[src/rtl/vga_checker_pkg.sv]
// vga_checker_pkg: shared state encoding and CRC-16-CCITT constants for the VGA stream checker.
package vga_checker_pkg;
  localparam logic [2:0] IDLE  = 3'd0;
  localparam logic [2:0] ARM   = 3'd1;
  localparam logic [2:0] SYNC  = 3'd2;
  localparam logic [2:0] CHECK = 3'd3;
  localparam logic [2:0] DONE  = 3'd4;
  localparam logic [15:0] CRC_POLY = 16'h1021;
  localparam logic [15:0] CRC_SEED = 16'hFFFF;
endpackage

[src/rtl/vga_checker_crc16.sv]
// vga_checker_crc16: CRC-16-CCITT register advancing 24 message bits (MSB first) per enabled cycle.
// Ports: clk, rst_n (async active-low); init loads the seed; en folds data[23:0] into crc.
module vga_checker_crc16
  import vga_checker_pkg::*;
(
  input  logic        clk,
  input  logic        rst_n,
  input  logic        init,
  input  logic        en,
  input  logic [23:0] data,
  output logic [15:0] crc
);
  logic [15:0] nxt;
  always_comb begin
    nxt = crc;
    for (int i = 23; i >= 0; i--)
      nxt = {nxt[14:0], 1'b0} ^ ((nxt[15] ^ data[i]) ? CRC_POLY : 16'h0000);
  end
  always_ff @(posedge clk or negedge rst_n) begin
    if (!rst_n) crc <= '0;
    else if (init) crc <= CRC_SEED;
    else if (en) crc <= nxt;
  end
endmodule

[config.mk]
export PLATFORM = sky130hd
export DESIGN_NAME = vga_checker_crc16
export DESIGN_NICKNAME = d
export VERILOG_FILES = /design/src/rtl/vga_checker_pkg.sv /design/src/rtl/vga_checker_crc16.sv
export SDC_FILE = /design/constraint.sdc
export NUM_CORES = 1
export LEC_CHECK = 0
export ABC_AREA = 0
export CORE_MARGIN = 2
export CORE_UTILIZATION = 40
export DETAILED_ROUTE_END_ITERATION = 8
export PLACE_DENSITY_LB_ADDON = 0.25
export SLEW_MARGIN = 20
export SYNTH_ARGS = -nofsm -noshare
export SYNTH_HDL_FRONTEND = slang
export SYNTH_SLANG_ARGS = --single-unit
[constraint.sdc]
create_clock -name clk -period 2.3 [get_ports clk]
set_input_delay 0.575 -clock clk [delete_from_list [all_inputs] [get_ports clk]]
set_output_delay 0.575 -clock clk [all_outputs]
set_load 0.01 [all_outputs]
==> results of run 1 <==
-- synthesized netlist by cell type --
cell	instances	area share
sky130_fd_sc_hd__nor2b_1	5	0.022
sky130_fd_sc_hd__a21oi_1	10	0.035
sky130_fd_sc_hd__inv_1	1	0.0026
sky130_fd_sc_hd__xor3_1	1	0.017
sky130_fd_sc_hd__xnor2_1	40	0.24
sky130_fd_sc_hd__o21bai_1	1	0.0052
sky130_fd_sc_hd__nor2_1	7	0.018
sky130_fd_sc_hd__or2_2	2	0.0087
sky130_fd_sc_hd__xor2_2	1	0.011
sky130_fd_sc_hd__buf_2	1	0.0035
sky130_fd_sc_hd__o21ai_0	3	0.010
sky130_fd_sc_hd__xor2_1	14	0.085
sky130_fd_sc_hd__clkbuf_1	2	0.0052
sky130_fd_sc_hd__xnor3_2	3	0.050
sky130_fd_sc_hd__a21bo_2	1	0.0070
sky130_fd_sc_hd__xnor3_1	6	0.094
sky130_fd_sc_hd__a211o_1	5	0.030
sky130_fd_sc_hd__nor3_1	2	0.0070
sky130_fd_sc_hd__xnor2_2	5	0.057
sky130_fd_sc_hd__or2_1	2	0.0087
sky130_fd_sc_hd__dfrtp_1	16	0.28
-- report_power, final --
group          internal, uW  switching (uW)  total [uW]
combinational          2670            1790        4460
sequential              392             111         503
clock                  61.1            99.3         160
total                  3120            2000        5120
-- worst min-delay path, cell delays in order, from the launching register on --
cell	delay (ps)
sky130_fd_sc_hd__dfrtp_1	400
sky130_fd_sc_hd__a21oi_1	70
sky130_fd_sc_hd__o21ai_0	70
-- worst paths after layout --
check | from | end | slack, ps | depth (start not counted)
max reg2reg | crc[15] | crc[8] | 120 | 6
max | data[13] | crc[6] | 40 | 7
max in group asynchronous | rst_n | crc[3] | 1510 | 2
min | crc[9] | crc[9] | 570 | 2
min in group asynchronous | rst_n | crc[15] | 590 | 2
min reg2reg | crc[9] | crc[9] | 570 | 2
-- area by class of cell --
cell class                 count  area (sq um)
multi-input combinational    108          1132
fill                         250          1061
timing repair buffer          79         711.9
sequential                    16         400.4
tap                           46         57.56
clock buffer                   3         22.52
inverter                       1         3.754
-- layer usage --
layer / part of all wire / wire, microns
met1: 0.43 / 1562
met2: 0.52 / 1868
met3: 0.042 / 151
met4: 0.011 / 40
met5: 0 / 0
-- repair_timing --
item,4_1_cts,5_1_grt
resized for setup,13,13
hold buffers,0,0
endpoints found under the setup margin,10,10
buffers inserted,6,3
cloned,0,0
pin swaps,15,12
-- logic make-up (layout without fill, tap and decap cells) --
logic type      count (synthesis)  after routing  share of synthesized area
buf+inv                         4             83                    0.01132
xor+xnor                       70             70                     0.5575
flops                          16             16                     0.2787
simple gates                   18             18                    0.06446
compound gates                 20             20                    0.08798
-- through the flow --
stage	worst slack, ps	cell area [sq um]	hold slack, ps
3_5_place_dp	-567.0	2127	556.2
6_report	41.56	2328	573.9
4_1_cts	11.85	2248	579.8
3_3_place_gp	-460.6	2127	531.0
2_1_floorplan	16.48	1436	279.4
5_1_grt	-16.02	2328	588.8
==> results.json, run 1 <==
{
  "outcome": "finished clean",
  "i_o_pin_cnt": 44,
  "routing_usage_on_met1": 0.2446,
  "timing.critical_path.slowest_cell_delay_ps": 440,
  "grtUsageMet3": 0.02817,
  "report.final.slew_viol_count": 0,
  "post_layout_nonfiller_instances": 253,
  "utilization": 0.6870,
  "cts-root-to-sink-buffers": 2,
  "totalWireLength_mm": 3.622,
  "die_w_microns": 63.93,
  "drc_errors": 0,
  "timing.critical_path.slowest_stage_cell": "sky130_fd_sc_hd__clkdlybuf4s50_1",
  "detailed_place_hpwl_mm": 2.714,
  "synth.avg_cell_area_sq_um": 11.22,
  "route.vias.total": 1151,
  "timing.final.setup_violations": 0,
  "final_antenna_net_count": 0,
  "yosys.cell_types.count": 21,
  "global_route.peak_usage_layer": "met2",
  "synth.yosys.warnings": 0,
  "number_of_buffers_created_by_cts": 3,
  "max_slew.worst_pin.slew_ps": 638.5,
  "most_common_cell_after_layout_fill_and_taps_aside": "sky130_fd_sc_hd__clkdlybuf4s50_1",
  "avg_wl_per_cell_microns": 14.32,
  "final_antenna_diode_count": 0,
  "antenna_found_initial": 0,
  "pwr_density_cell_mw_per_mm2": 2200,
  "timing.critical_path.buf_inv": 1,
  "placeableCoreArea_sq_mm": 0.003390,
  "dieArea_sq_mm": 0.004086,
  "gr-usage-met2": 0.3138,
  "top_register": "crc",
  "cp-end-kind": "flop",
  "critPathRequiredTime_ps": 2490,
  "rsz0062_at_grt": "yes",
  "detail_route.vias_per_cell": 4.549,
  "clkTransAtPathRegs_ps": 100,
  "grt_pass1_vias": 1210,
  "totalPowerFinal_uw": 5122,
  "cts_num_sinks": 16,
  "clock_tree_root_driver_cell": "sky130_fd_sc_hd__clkbuf_4",
  "netlist_instances": 128,
  "largest_registers": "crc: 16 flops",
  "htree_levels": 1,
  "globalRouteOverflowTotal": 0,
  "layout_worst_path_cycle_share": 0.9819,
  "clock_latency_ps": 300,
  "maxCapViolations": 0,
  "initial_utilization": 0.4238,
  "crit_path_max_fanout": 3,
  "cts_tree": "done",
  "total_grt_usage": 0.1847,
  "tns_ps": 0,
  "i_o_buffers": 43,
  "arrival_ps": 2450,
  "cellLeakagePower_uw": 0.001040,
  "fp-row-count": 21,
  "gpl.final_weighted_congestion": 0.7744,
  "final_cell_mix": "sky130_fd_sc_hd__clkdlybuf4s50_1 (36), sky130_fd_sc_hd__buf_4 (35), sky130_fd_sc_hd__xnor2_1 (31)",
  "post_route_cells_drive_above_1_share": 0.3285,
  "critPathTopFamily": "XOR/XNOR gates",
  "nature_of_the_critical_path_startpoint": "input pin",
  "synthesis.nets": 156,
  "finalNetCount": 237,
  "vdd_drop_max_v": 0.001024,
  "rel_slew_slack": 0.5730,
  "synth_seq_cells": 16,
  "hold_class": "reg -> reg",
  "synth.yosys.seq_area_share": 0.2787,
  "max_freq_mhz": 442.8,
  "global_route_wire_length_before_repair_mm": 5.802,
  "fin_skew_ps": 7.243,
  "worst-setup-path-type": "in -> reg",
  "layout_min_cycle_time_ps": 2258,
  "path_common_cell": "sky130_fd_sc_hd__xnor2_2",
  "largest_register_ffs": 16,
  "drt_first_iter_violations": 27,
  "grt_max_degree": 18,
  "critical_path.cell_chain": "clkdlybuf4s50_1 > xor2_2 > xnor2_2 > xnor3_1 > xnor2_2 > xor2_1 > a211o_1",
  "syn-cell-area_sq_mm": 0.001436,
  "areaGrowthSynthToFinish_pct": 62.11,
  "hold_viol": 0,
  "dr.pass1.iters": 4,
  "dp_cells": 241,
  "chipHeight_microns": 63.93
}
No activity file was read; power rests on OpenSTA's default activity.
==> run 2: changes to the inputs <==
- HOLD_SLACK_MARGIN: not set -> 0.1
==> results of run 2 <==
Same layout as run 1: the final DEF is identical, and so are final timing and power.
==> run 3: changes to the inputs <==
--- a/config.mk
+++ b/config.mk
@@ -8,3 +8,3 @@
 export ABC_AREA = 0
-export CORE_MARGIN = 2
+export CORE_MARGIN = 8
 export CORE_UTILIZATION = 40
@@ -12,3 +12,3 @@
 export HOLD_SLACK_MARGIN = 0.1
-export PLACE_DENSITY_LB_ADDON = 0.25
+export PLACE_DENSITY = 0.78
 export SLEW_MARGIN = 20
==> constraint.sdc (replaced) <==
create_clock -name clk -period 2.3 [get_ports clk]
set_input_delay 0.69 -clock clk [delete_from_list [all_inputs] [get_ports clk]]
set_output_delay 0.69 -clock clk [all_outputs]
set_load 0.01 [all_outputs]
==> results.json, run 3 (synthesis results as in run 1) <==
{
  "seq_area_sq_um": 401.6,
  "htree_levels": 1,
  "dieArea_sq_mm": 0.005765,
  "initial_utilization": 0.4238,
  "clock_latency_ps": 300,
  "arrival_ps": 2490,
  "timing.final.setup_violations": 0,
  "global_route_wire_length_before_repair_mm": 6.927,
  "detail_route.vias_per_cell": 4.815,
  "detailed_place_hpwl_mm": 3.144,
  "maxCapViolations": 0,
  "final_cell_mix": "sky130_fd_sc_hd__buf_4 (37), sky130_fd_sc_hd__clkdlybuf4s50_1 (29), sky130_fd_sc_hd__xnor2_2 (23)",
  "placeableCoreArea_sq_mm": 0.003390,
  "i_o_pin_cnt": 44,
  "place_worst_setup_slack_ps": -669.9,
  "hold_path_depth": 2,
  "dpl_cell_area_sq_mm": 0.002145,
  "outcome": "finished clean",
  "globalRouteOverflowTotal": 0,
  "antenna_found_initial": 0,
  "drc_errors": 0,
  "final_antenna_net_count": 0,
  "max_slew.worst_pin.slew_ps": 334.0,
  "dr.pass1.iters": 4,
  "route.vias.total": 1247,
  "finalNetCount": 242,
  "cts_num_sinks": 16,
  "final_antenna_diode_count": 0,
  "critPathRequiredTime_ps": 2500,
  "fp-row-count": 21,
  "fin_skew_ps": 8.484,
  "n_fill_cell": 215,
  "stdcell_area_sq_mm": 0.002535,
  "final_critical_path_setup_slack_ps": 6.882,
  "crit_path_max_fanout": 3,
  "grt_pass1_vias": 1347,
  "grt_max_degree": 18,
  "top_register": "crc",
  "clock_tree_root_driver_cell": "sky130_fd_sc_hd__clkbuf_4",
  "utilization": 0.7479,
  "largest_registers": "crc: 16 flops",
  "nature_of_the_critical_path_startpoint": "input pin",
  "layout_min_cycle_time_ps": 2293,
  "multiInputGateArea_sq_mm": 0.001291,
  "r2r.worst_path.cells": 7,
  "layout_worst_path_cycle_share": 0.9970,
  "report.final.slew_viol_count": 0,
  "cts-root-to-sink-buffers": 2,
  "cp-end-kind": "flop",
  "largest_register_ffs": 16,
  "gpl.final_weighted_congestion": 0.8468,
  "worst-setup-path-type": "in -> reg",
  "die_w_microns": 75.93,
  "drt_first_iter_violations": 48,
  "number_of_buffers_created_by_cts": 3,
  "areaGrowthSynthToFinish_pct": 76.48,
  "max_freq_mhz": 436.1,
  "rsz0062_at_grt": "yes",
  "cts_tree": "done",
  "i_o_buffers": 43,
  "totalWireLength_mm": 4.490,
  "most_common_cell_after_layout_fill_and_taps_aside": "sky130_fd_sc_hd__buf_4",
  "rel_slew_slack": 0.7763,
  "total_grt_usage": 0.1493,
  "hold_class": "reg -> reg",
  "clkTransAtPathRegs_ps": 110,
  "avg_wl_per_cell_microns": 17.34,
  "hold_viol": 0,
  "tns_ps": 0,
  "chipHeight_microns": 75.93,
  "post_route_cells_drive_above_1_share": 0.4507
}
[run 3: layer usage]
layer  part of all wire  track usage
met4              0.020      0.05490
met1               0.36       0.1560
met3              0.069      0.03892
met2               0.55       0.2768
met5                  0            0
[run 3: stage by stage]
stage                     instances  hold WS, ps
after floorplan                 128        394.4
after CTS                       250        615.4
after detailed placement        239        555.7
after global placement          239        537.7
final                           259        616.0
after global routing            259        652.2
[run 3: layout make-up]
type,count,share of cell area
sequential,16,0.1584
inverter,1,0.001481
tap,46,0.02270
multi-input combinational,108,0.5094
clock buffer,4,0.01431
timing repair buffer,84,0.2937
[run 3: what timing repair did]
action	in CTS	in global routing
gates resized for setup	39	32
hold buffers	0	0
buffers inserted	7	9
pin swaps	27	25
endpoints found under the setup margin	16	14
[run 3: worst paths after layout]
path / to / startpoint / slack [ps]
max: crc[8] / data[23] / 7
min in group asynchronous: crc[4] / rst_n / 690
max reg2reg: crc[8] / crc[15] / 30
min reg2reg: crc[12] / crc[12] / 620
max in group asynchronous: crc[15] / rst_n / 1400
min: crc[12] / crc[12] / 620
[run 3: critical path, stage by stage]
cell and delay [ps]:
sky130_fd_sc_hd__buf_8 100, sky130_fd_sc_hd__xor2_4 230, sky130_fd_sc_hd__buf_6 130, sky130_fd_sc_hd__xnor3_1 330, sky130_fd_sc_hd__xnor3_2 470, sky130_fd_sc_hd__xor2_1 180, sky130_fd_sc_hd__a21oi_1 110, sky130_fd_sc_hd__or2_1 240
Power of run 3 is left out: the tool's default activity adds up to more than one toggle a clock period on the data nets, which glitch-free logic cannot reach.
